$ cat config.mk
export PLATFORM = sky130hd
export DESIGN_NAME = fetch_ctrl
export DESIGN_NICKNAME = d
export VERILOG_FILES = /design/src/rtl/fetch_ctrl.sv
export SDC_FILE = /design/constraint.sdc
export NUM_CORES = 1
export LEC_CHECK = 0
export BUFFER_PORTS_ARGS = -buffer_cell sky130_fd_sc_hd__buf_2
export CORE_UTILIZATION = 40
export DETAILED_ROUTE_END_ITERATION = 12
export GPL_TIMING_DRIVEN = 0
export SLEW_MARGIN = 20
export SYNTH_ARGS = -nofsm -noshare
export SYNTH_HDL_FRONTEND = slang
export SYNTH_SLANG_ARGS = --single-unit
$ cat constraint.sdc
create_clock -name clk -period 5.6 [get_ports clk]
set_clock_uncertainty 0.05 [all_clocks]
set_input_delay 1.12 -clock clk [delete_from_list [all_inputs] [get_ports clk]]
set_output_delay 1.12 -clock clk [all_outputs]
set_load 0.01 [all_outputs]
$ cat src/rtl/fetch_ctrl.sv
// IF-stage sequencer: load-use stall, redirect select (JR > J > taken branch),
// halt/resume handling and saturating stall/flush event counters.
module fetch_ctrl #(
    parameter int STALL_CYCLES = 1,
    parameter int CNT_W        = 16
) (
    input  logic             clk,
    input  logic             reset,
    input  logic             MemRead_ex,
    input  logic [4:0]       Rt_ex,
    input  logic [4:0]       Rs_id,
    input  logic [4:0]       Rt_id,
    input  logic             UseRt_id,
    input  logic             Branch_id,
    input  logic             Zero_id,
    input  logic             J_id,
    input  logic             JR_id,
    input  logic             Halt_id,
    input  logic             Resume,
    input  logic             clr_cnt,
    output logic             PC_IFWrite,
    output logic             IF_IDWrite,
    output logic             IF_flush,
    output logic             ID_EX_bubble,
    output logic             Z,
    output logic             J,
    output logic             JR,
    output logic             halted,
    output logic [CNT_W-1:0] stall_cnt,
    output logic [CNT_W-1:0] flush_cnt
);

    typedef enum logic [1:0] {
        RUN    = 2'd0,
        STALL  = 2'd1,
        HALT   = 2'd2,
        RESUME = 2'd3
    } state_t;

    localparam logic [1:0] STALL_LOAD = 2'(STALL_CYCLES - 1);

    state_t           state_r;
    logic [1:0]       down_r;
    logic [CNT_W-1:0] stall_cnt_r;
    logic [CNT_W-1:0] flush_cnt_r;
    logic             lu_s;
    logic             redir_s;
    logic             stall_inc_s;
    logic             flush_inc_s;

    function automatic logic [CNT_W-1:0] sat_inc(input logic [CNT_W-1:0] v);
        if (&v) begin
            return v;
        end else begin
            return v + {{(CNT_W-1){1'b0}}, 1'b1};
        end
    endfunction

    // Register 0 never carries a real dependency, so it cannot cause a hazard.
    assign lu_s    = MemRead_ex && (Rt_ex != 5'd0) &&
                     ((Rt_ex == Rs_id) || (UseRt_id && (Rt_ex == Rt_id)));
    assign redir_s = JR_id || J_id || (Branch_id && Zero_id);

    assign stall_cnt = stall_cnt_r;
    assign flush_cnt = flush_cnt_r;

    // Output and event decode from current state and ID/EX inputs.
    always_comb begin
        PC_IFWrite   = 1'b0;
        IF_IDWrite   = 1'b0;
        IF_flush     = 1'b0;
        ID_EX_bubble = 1'b0;
        Z            = 1'b0;
        J            = 1'b0;
        JR           = 1'b0;
        halted       = 1'b0;
        stall_inc_s  = 1'b0;
        flush_inc_s  = 1'b0;
        if (!reset) begin
            PC_IFWrite = 1'b0;
        end else begin
            case (state_r)
                RUN, RESUME: begin
                    if (lu_s) begin
                        ID_EX_bubble = 1'b1;
                        stall_inc_s  = 1'b1;
                    end else if (redir_s) begin
                        PC_IFWrite  = 1'b1;
                        IF_IDWrite  = 1'b1;
                        IF_flush    = 1'b1;
                        flush_inc_s = 1'b1;
                        if (JR_id) begin
                            JR = 1'b1;
                        end else if (J_id) begin
                            J = 1'b1;
                        end else begin
                            Z = 1'b1;
                        end
                    end else if ((state_r == RUN) && Halt_id) begin
                        ID_EX_bubble = 1'b1;
                    end else begin
                        PC_IFWrite = 1'b1;
                        IF_IDWrite = 1'b1;
                    end
                end
                STALL: begin
                    ID_EX_bubble = 1'b1;
                    stall_inc_s  = 1'b1;
                end
                HALT: begin
                    ID_EX_bubble = 1'b1;
                    halted       = 1'b1;
                end
                default: begin
                    PC_IFWrite = 1'b0;
                end
            endcase
        end
    end

    // State sequencing, stall down-counter and event counters.
    always_ff @(posedge clk or negedge reset) begin
        if (!reset) begin
            state_r     <= RUN;
            down_r      <= 2'd0;
            stall_cnt_r <= {CNT_W{1'b0}};
            flush_cnt_r <= {CNT_W{1'b0}};
        end else begin
            case (state_r)
                RUN, RESUME: begin
                    if (lu_s) begin
                        if (STALL_CYCLES > 1) begin
                            down_r  <= STALL_LOAD;
                            state_r <= STALL;
                        end else begin
                            state_r <= RUN;
                        end
                    end else if (redir_s) begin
                        state_r <= RUN;
                    end else if ((state_r == RUN) && Halt_id) begin
                        state_r <= HALT;
                    end else begin
                        state_r <= RUN;
                    end
                end
                STALL: begin
                    down_r <= down_r - 2'd1;
                    if (down_r <= 2'd1) begin
                        state_r <= RUN;
                    end else begin
                        state_r <= STALL;
                    end
                end
                HALT: begin
                    if (Resume) begin
                        state_r <= RESUME;
                    end else begin
                        state_r <= HALT;
                    end
                end
                default: begin
                    state_r <= RUN;
                end
            endcase
            // Clear takes precedence over a same-cycle event.
            if (clr_cnt) begin
                stall_cnt_r <= {CNT_W{1'b0}};
                flush_cnt_r <= {CNT_W{1'b0}};
            end else begin
                if (stall_inc_s) begin
                    stall_cnt_r <= sat_inc(stall_cnt_r);
                end
                if (flush_inc_s) begin
                    flush_cnt_r <= sat_inc(flush_cnt_r);
                end
            end
        end
    end

endmodule

==> flow_summary.ini <==
[synthesis]
synth_cells = 244
synth_fp_nets = 276
syn_area_um2 = 2165
synth_area_per_cell_um2 = 8.871
ys_seq_elements = 36
synth-edff-count = 0
yosysSeqAreaShare = 0.4162
ys_types = 38
synth-async-reset-ratio = 1.000
synth_ff_type = dfrtp_1
synth_warnings = 0

[hold_path]
hp-class = flip-flop to flip-flop

[run_status]
run_status = complete, no violations

[placed_design]
gp_congestion = 0.7970
port_buffers = 65
pre_cts_slack_ps = 1634
dp_hpwl_um = 3955

[pwr]
p_seq_frac = 0.511
power.leakage_uw = 0.001194
p_sw_frac = 0.2583
vdd_drop_max_v = 0.0001054
p_per_area_nw_per_um2 = 198.1
comb_power_share = 0.123
p_int_uw = 392.0
power.switching_uw = 136.5
clkPwrFrac = 0.366

[detailed_routing]
wire_per_inst_um = 14.03
ant_nets = 0
drt_pass1_iterations = 4
wl_um = 5431
vias = 2097
drt_first_iter_violations = 90
via_per_inst = 5.419
drc = 0

[floorplan]
core_area_um2 = 5172
dieArea_um2 = 5709
chipHeight_um = 75.56
rows = 26
ios = 66
start_util = 0.4185
die_x_um = 75.56

[grt]
gr-total-overflow = 0
grt_antenna_before_repair = 0
grt_pass1_wl_um = 9183
grt_max_degree = 41
grt_util_all_layers = 0.2146
grt_pass1_vias = 1936

[cts]
htree_levels = 2
clockRootBuffer = clkbuf_8
cts_sinks = 36
cts.repair.resized = 0
cts_buffers = 5
cts_setup_buffers = 0
cts_tree = built
worstSkewPairLatency_ps = 280
cts.clk_slew.worst_paths_ps = 70
cts_max_path_buffers = 2
holdBufCountCts = 0

[timing]
worst_hold_slack_ps = 431.9
max_slew_margin = 0.4141
hold_violations = 0
rsz0062_at_grt = no
drv_slew = 0
tns_ps = 0
fin_ws_ps = 1681
tightest_slew_ps = 878.9
min_period_over_period = 0.6998
clock.fmax_mhz = 255.2
min_period_ps = 3919
setup_viol = 0

[flow_run]
maxCapViolCount = 0

[final_layout]
fin_nets = 348
diodes = 0
fillers = 526
layout-drive-gt1-share = 0.2618
syn2layout_area_growth_pct = 23.24

[setup_path]
worstSetupPathType = input port to primary output
crit_fanout = 40
crit_arrival_ps = 2750
worst_setup_path_start_kind = input port
cp.required_ps = 4430
cp-end-kind = primary output
==> per-stage QoR <==
stage	cells	power [µW]	util	cell area (µm²)
after floorplan	244	310.1	-	2165
after global placement	379	340.7	0.4983	2577
after detailed placement	379	341.6	0.4983	2577
after CTS	387	535.6	0.5157	2668
after global routing	387	552.5	0.5157	2668
final	387	528.5	0.5157	2668
==> critical path, stage by stage <==
cell and delay, ps:
buf_2 660, nor2b_1 320, o21ai_1 220, nor2_1 170, buf_4 120, buf_2 110
==> cell usage after synthesis (2+ instances only) <==
master | number | area share
nor2_1 | 18 | 0.031
a21oi_1 | 28 | 0.065
nand3_1 | 12 | 0.028
o31ai_1 | 7 | 0.024
xor2_1 | 12 | 0.049
nand2_1 | 13 | 0.023
o21ai_1 | 9 | 0.021
buf_4 | 2 | 0.0069
nand4_1 | 9 | 0.026
or3_1 | 21 | 0.061
mux2i_1 | 2 | 0.0092
dfrtp_1 | 36 | 0.42
nor4_1 | 3 | 0.0087
and3_1 | 5 | 0.014
inv_1 | 10 | 0.017
clkbuf_1 | 4 | 0.0069
o21ai_0 | 16 | 0.037
or4_1 | 9 | 0.031
ha_1 | 6 | 0.035
o211ai_1 | 2 | 0.0069
buf_6 | 2 | 0.010
nand2b_1 | 2 | 0.0058
==> logic make-up (layout without fill, tap and decap cells) <==
group,after synthesis,after routing,share of synthesized area
xor gates and xnor gates,13,13,0.05260
adders and majority gates,6,6,0.03468
and+or+nand+nor,100,100,0.2578
muxes,2,2,0.009249
buffers and inverters,19,92,0.04393
DFF,36,36,0.4162
AOI/OAI and AO/OA,68,68,0.1855
==> flip-flops by register name, summed over array words and instances (netlist names) <==
signal / cells
down_r: 2
flush_cnt: 16
stall_cnt: 16
state_r: 2
==> cells in the final DEF, fill, tap and decap left out, types with 2 or more instances in the layout <==
| cell | netlist | routed |
|---|---|---|
| buf_2 | 1 | 66 |
| nor4_1 | 3 | 3 |
| clkbuf_8 | 0 | 6 |
| inv_1 | 10 | 10 |
| a21oi_1 | 28 | 28 |
| o21ai_1 | 9 | 9 |
| nor2_1 | 18 | 18 |
| or3_1 | 21 | 21 |
| o211ai_1 | 2 | 2 |
| buf_6 | 2 | 2 |
| o31ai_1 | 7 | 7 |
| clkbuf_1 | 4 | 6 |
| mux2i_1 | 2 | 2 |
| nand2b_1 | 2 | 2 |
| o21ai_0 | 16 | 16 |
| nand4_1 | 9 | 9 |
| and3_1 | 5 | 5 |
| or4_1 | 9 | 9 |
| xor2_1 | 12 | 12 |
| nand2_1 | 13 | 13 |
| ha_1 | 6 | 6 |
| dfrtp_1 | 36 | 36 |
| buf_4 | 2 | 2 |
| nand3_1 | 12 | 12 |
==> metal layers <==
metal | wire (µm) | track usage
met3 | 214 | 0.04894
met1 | 2553 | 0.2928
met4 | 49 | 0.06379
met2 | 2614 | 0.3413
met5 | 0 | 0
==> cell type report <==
class / count / area [µm²] / area share
plain buffers: 9 / 57.56 / 0.02158
well taps: 70 / 87.58 / 0.03283
multi-input cells: 189 / 1169 / 0.4381
clock buffers: 8 / 90.09 / 0.03377
repair buffers: 65 / 325.3 / 0.1220
inverters: 10 / 37.54 / 0.01407
flip-flops and latches: 36 / 900.9 / 0.3377
==> power by group through the flow <==
stage	sequential (µW)	clock (µW)	combinational, µW
final	270	193	65.0
after global placement	275	0	65.3
after CTS	270	199	66.5
after detailed placement	275	0	66.2
after global routing	271	207	74.1
after floorplan	275	0	34.7
==> final timing paths <==
path	startpoint	end	slack (ps)	cells after the start
worst min-delay path	down_r[0]	down_r[0]	430	1
worst max-delay path	reset	PC_IFWrite	1680	6
min in group asynchronous	reset	down_r[1]	900	1
worst max register to register	stall_cnt[0]	stall_cnt[1]	3210	9
max in group asynchronous	reset	flush_cnt[3]	4050	1
worst min register to register	down_r[0]	down_r[0]	430	1
No activity file was read; power rests on OpenSTA's default activity.
